[src/rtl/fu_cdb_arbiter.sv]
// Purpose: writeback arbiter; one holding slot per FU, round-robin grant onto a registered CDB.
// Latency: result accepted at edge t is broadcast on the CDB in cycle t+2, for one cycle.
// Backpressure: fu_ready_o[i] drops only while slot i is full and not being drained, or during flush.
module fu_cdb_arbiter #(
  parameter int N_FU   = 5,
  parameter int DATA_W = 32,
  parameter int TAG_W  = 5,
  localparam int FU_W  = (N_FU > 1) ? $clog2(N_FU) : 1
) (
  input  logic                     clk_i,
  input  logic                     rst_ni,
  input  logic                     flush_i,
  input  logic [N_FU-1:0]          fu_done_i,
  input  logic [N_FU*DATA_W-1:0]   fu_res_i,
  input  logic [N_FU*TAG_W-1:0]    fu_rd_i,
  output logic [N_FU-1:0]          fu_ready_o,
  output logic                     cdb_valid_o,
  output logic [DATA_W-1:0]        cdb_data_o,
  output logic [TAG_W-1:0]         cdb_rd_o,
  output logic [FU_W-1:0]          cdb_fu_o
);

  // Holding slots, one per functional unit.
  logic [N_FU-1:0]   full_q;
  logic [N_FU-1:0]   full_d;
  logic [DATA_W-1:0] data_q [N_FU];
  logic [TAG_W-1:0]  rd_q   [N_FU];

  // Round-robin pointer: index of the most recently granted slot.
  logic [FU_W-1:0]   ptr_q;

  // Arbitration results.
  logic [N_FU-1:0]   grant;
  logic [FU_W-1:0]   win_idx;
  logic              win_vld;
  logic              drain;
  logic [N_FU-1:0]   capture;

  // Registered result bus.
  logic              cdb_valid_q;
  logic [DATA_W-1:0] cdb_data_q;
  logic [TAG_W-1:0]  cdb_rd_q;
  logic [FU_W-1:0]   cdb_fu_q;

  // Find the first full slot scanning upward from ptr+1, wrapping at N_FU.
  always_comb begin
    logic [FU_W:0] cand;
    grant   = '0;
    win_idx = '0;
    win_vld = 1'b0;
    cand    = '0;
    for (int k = 1; k <= N_FU; k++) begin
      cand = {1'b0, ptr_q} + (FU_W+1)'(k);
      if (cand >= (FU_W+1)'(N_FU)) begin
        cand = cand - (FU_W+1)'(N_FU);
      end
      if (!win_vld && full_q[cand[FU_W-1:0]]) begin
        win_vld = 1'b1;
        win_idx = cand[FU_W-1:0];
      end
    end
    if (win_vld) begin
      grant[win_idx] = 1'b1;
    end
  end

  // A flush suppresses the grant so nothing pending reaches the bus.
  assign drain = win_vld && !flush_i;

  // A slot being drained this cycle can take a new result on the same edge.
  assign fu_ready_o = flush_i ? '0 : (~full_q | grant);
  assign capture    = fu_done_i & fu_ready_o;

  // Next occupancy: refill beats drain, flush clears everything.
  always_comb begin
    full_d = full_q;
    if (flush_i) begin
      full_d = '0;
    end else begin
      full_d = (full_q & ~grant) | capture;
    end
  end

  // Slot occupancy and payload storage.
  always_ff @(posedge clk_i or negedge rst_ni) begin
    if (!rst_ni) begin
      full_q <= '0;
      for (int i = 0; i < N_FU; i++) begin
        data_q[i] <= '0;
        rd_q[i]   <= '0;
      end
    end else begin
      full_q <= full_d;
      for (int i = 0; i < N_FU; i++) begin
        if (capture[i]) begin
          data_q[i] <= fu_res_i[i*DATA_W +: DATA_W];
          rd_q[i]   <= fu_rd_i[i*TAG_W +: TAG_W];
        end
      end
    end
  end

  // Pointer follows the winner; starts at N_FU-1 so FU0 has first priority.
  always_ff @(posedge clk_i or negedge rst_ni) begin
    if (!rst_ni) begin
      ptr_q <= FU_W'(N_FU - 1);
    end else if (drain) begin
      ptr_q <= win_idx;
    end
  end

  // CDB register: valid for one cycle per grant, payload holds when idle.
  always_ff @(posedge clk_i or negedge rst_ni) begin
    if (!rst_ni) begin
      cdb_valid_q <= 1'b0;
      cdb_data_q  <= '0;
      cdb_rd_q    <= '0;
      cdb_fu_q    <= '0;
    end else if (flush_i) begin
      cdb_valid_q <= 1'b0;
    end else begin
      cdb_valid_q <= win_vld;
      if (win_vld) begin
        cdb_data_q <= data_q[win_idx];
        cdb_rd_q   <= rd_q[win_idx];
        cdb_fu_q   <= win_idx;
      end
    end
  end

  assign cdb_valid_o = cdb_valid_q;
  assign cdb_data_o  = cdb_data_q;
  assign cdb_rd_o    = cdb_rd_q;
  assign cdb_fu_o    = cdb_fu_q;

  // At most one slot may be granted per cycle.
  a_grant_onehot: assert property (@(posedge clk_i) disable iff (!rst_ni) $onehot0(grant));

  // Nothing is captured while a flush is in progress.
  a_no_capture_in_flush: assert property (@(posedge clk_i) disable iff (!rst_ni) !(flush_i && |capture));

endmodule

[config.mk]
export PLATFORM = sky130hd
export DESIGN_NAME = fu_cdb_arbiter
export DESIGN_NICKNAME = d
export VERILOG_FILES = /design/src/rtl/fu_cdb_arbiter.sv
export SDC_FILE = /design/constraint.sdc
export NUM_CORES = 1
export LEC_CHECK = 0
export BUFFER_PORTS_ARGS = -buffer_cell sky130_fd_sc_hd__buf_2
export CORE_ASPECT_RATIO = 1.2
export CORE_MARGIN = 1
export CORE_UTILIZATION = 50
export DETAILED_ROUTE_END_ITERATION = 10
export GPL_ROUTABILITY_DRIVEN = 0
export PLACE_DENSITY = 0.74
export RECOVER_POWER = 100
export SETUP_SLACK_MARGIN = 0.15
export SLEW_MARGIN = 20
export SYNTH_ARGS = -nofsm -noshare
export SYNTH_HDL_FRONTEND = slang
export SYNTH_SLANG_ARGS = --single-unit
[constraint.sdc]
create_clock -name clk_i -period 11 [get_ports clk_i]
set_clock_uncertainty 0.15 [all_clocks]
set_input_delay 0.55 -clock clk_i [delete_from_list [all_inputs] [get_ports clk_i]]
set_output_delay 0.55 -clock clk_i [all_outputs]
set_load 0.02 [all_outputs]
==> impl_metrics.csv <==
group,metric,value,unit
outcome,status,"finished with violations",
outcome,violations,"max-capacitance violations, max-slew violations",
sta,hold_viol,0,
sta,min_period_over_period,0.7330,
flow_run,max-cap-violations,4,
clock_tree,clock_path_buffers,3,
synthesis,yosys_warnings,0,
global_route,grt_use_total,0.2546,
worst_setup_path,reg2reg_slack,3.13,ns
clock_tree,cts.sink_count,232,
worst_setup_path,crit_required,10.30,ns
detailed_routing,wl_met2,14880,um
floorplan,die_h,167.6,um
clock_tree,cts_root_buffer,"clkbuf_16",
clock_tree,ctsResizeCount,0,
synthesis,ys.flop_type,"dfrtp_1",
detailed_routing,top_layer,"met5",
synthesis,ys_async_sr_fraction,1.000,
synthesis,synth_edf_count,0,
global_route,grt_pass1_vias,8433,
finish,fillers,1908,
detailed_routing,route.detailed.drc,0,
synthesis,synthCells,889,
detailed_routing,totalWireLength,29500,um
worst_setup_path,critPathCaptureType,"output pin",
floorplan,coreArea,22450,um2
sta,worstMarginPinSlew,4.583,ns
worst_setup_path,critPathMaxFanout,38,
global_route,gr-total-overflow,0,
floorplan,die-area,23460,um2
clock_tree,cts_tree,"built",
sta,slew-limit-headroom,-2.056,
sta,finalWorstSetupSlack,2.937,ns
detailed_routing,dr_wl_met3,1621,um
worst_setup_path,endpoint,"fu_ready_o[1]",
worst_setup_path,crit_type,"reg -> out",
worst_setup_path,r2r-start,"ptr_q[0]",
clock_tree,cts_hold_buf,1,
finish,drive_above_1_share,0.3583,
worst_setup_path,r2r-end,"cdb_data_o[20]",
detailed_routing,ant_nets,0,
synthesis,synth_area_per_cell,12.85,um2
synthesis,synth_cell_types,74,
detailed_routing,post_drt_wl_per_cell,20.93,um
clock_tree,cts_inserted_buffers,25,
finish,finish.utilization,0.5847,
detailed_routing,num_vias,8074,
finish,seqCellArea,5807,um2
clock_tree,clk_pin_slew_worst_paths,0.06,ns
floorplan,start_util,0.5090,
clock_tree,h-tree-depth,1,
synthesis,synth_area,11420,um2
finish,multi_input_area,4857,um2
sta,rsz0062_at_grt,"no",
min_path,hold_path_class,"in -> reg",
detailed_routing,met1_length,11910,um
global_route,grt_max_degree,84,
synthesis,synth_fp_nets,1093,
floorplan,row_count,60,
sta,max_freq,0.1240,GHz
worst_setup_path,worstPathArrival,7.36,ns
global_route,grt_pass1_wl,46690,um
floorplan,fp.dieW,140.0,um
detailed_routing,drtIter0Drc,474,
placed_design,port_buffers,238,
global_route,antenna_found_initial,10,
detailed_routing,first_pass_iters,5,
floorplan,pin_count,239,
finish,layout.nets,1308,
worst_setup_path,worstRegToRegCells,14,
placed_design,dp_slack,4.963,ns
finish,syn_to_final_growth,14.87,%
clock_tree,clkLatencyLatePin,0.51,ns
synthesis,synth-seq-cells,232,
clock_tree,postCtsSetupBuffers,0,
synthesis,yosysSeqAreaShare,0.5083,
sta,timing.final.max_slew_violations,198,
worst_setup_path,cp-startpoint,"ptr_q[0]",
sta,setup_violations,0,
sta,tns,0,ns
placed_design,hpwl,19870,um
sta,finalCriticalPeriod,8.063,ns
worst_setup_path,cp-start-kind,"flip-flop",
detailed_routing,via_per_inst,5.730,
## critical path, cell delays in order, from the launching register on
cell and delay, ns:
dfrtp_1 0.32, clkbuf_1 1.21, inv_1 0.60, ha_1 0.79, clkinv_1 0.39, o211ai_1 0.21, a211oi_1 0.15, a221oi_1 0.69
nor3_1 0.17, nor4_2 0.34, o21a_1 1.33, a21boi_2 0.19, nor2_1 0.23, buf_2 0.20
## worst min-delay path by stage
stage / start / cells after the start / endpoint / slack [ns]
6_report: fu_res_i[83] / 2 / data_q[83] / 0.10
5_1_grt: fu_res_i[54] / 2 / data_q[118] / 0.09
4_1_cts: fu_res_i[90] / 2 / data_q[90] / 0.1
3_5_place_dp: data_q[117] / 1 / data_q[117] / 0.34
3_3_place_gp: rd_q[19] / 1 / rd_q[19] / 0.33
2_1_floorplan: rst_ni / 0 / cdb_data_o[0] / 0.10
## cell usage after synthesis (6+ instances only)
library cell	number	area, um2
mux2_4	90	1351
o21ai_0	9	45.04
a31oi_1	40	250.2
a221oi_1	39	341.6
buf_6	19	214.0
nor2_1	58	217.7
ha_1	10	125.1
buf_2	16	80.08
dfrtp_1	231	5781
clkbuf_1	20	75.07
nor2b_1	7	43.79
nand2_1	91	341.6
a21oi_1	15	75.07
inv_1	9	33.78
nor4_1	6	37.54
nand2b_1	6	37.54
mux2_2	133	1498
## cell type report
cell class / count / share of cell area
inverter: 11 / 0.003146
timing repair buffer: 247 / 0.09095
tap: 279 / 0.02660
sequential: 232 / 0.4425
multi-input combinational: 587 / 0.3701
clock inverter: 15 / 0.01306
antenna: 8 / 0.001525
clock buffer: 30 / 0.05215
## kinds of logic (layout without fill, tap and decap cells)
| kind of cell | Yosys count | in the layout | share of synthesized area |
|---|---|---|---|
| mux | 232 | 232 | 0.2624 |
| flops | 232 | 232 | 0.5083 |
| simple gates | 196 | 196 | 0.07743 |
| compound gates | 142 | 142 | 0.09539 |
| buf+inv | 70 | 303 | 0.03855 |
| fa+ha+maj | 11 | 11 | 0.01270 |
| xor+xnor | 6 | 6 | 0.005257 |
| other cells | 0 | 8 | 0 |
## through the flow
step | hold WS (ns) | std cells | instance area [um2]
global placement | 0.3330 | 1354 | 12650
finish | 0.1009 | 1409 | 13120
floorplan | 0.1044 | 889 | 11420
detailed placement | 0.3379 | 1354 | 12650
CTS | 0.09761 | 1400 | 13520
global route | 0.08913 | 1409 | 13120
## state kept, by name, indices dropped and copies added, names as in the netlist
name	cells
ptr_q	3
full_q	5
rd_q	25
cdb_fu_o	1
cdb_valid_o	1
cdb_rd_o	5
cdb_data_o	32
data_q	160
## per-layer routing
layer | vias to the layer above | track usage
li1 | 3680 | -
met1 | 4002 | 0.3268
met2 | 304 | 0.4263
met3 | 84 | 0.03860
met4 | 4 | 0.1151
met5 | - | 0
## cells in the final DEF, fill, tap and decap left out, types with 25 or more instances in the layout
master,Yosys,layout
mux2_1,1,85
clkbuf_1,20,49
nor2_1,58,58
mux2_2,133,133
a31oi_1,40,40
buf_2,16,193
dfrtp_1,231,231
clkbuf_16,0,25
a221oi_1,39,40
nand2_1,91,91
Power is not shown: default switching activity piles up to over one toggle a cycle in this logic, so the estimate is an artifact.
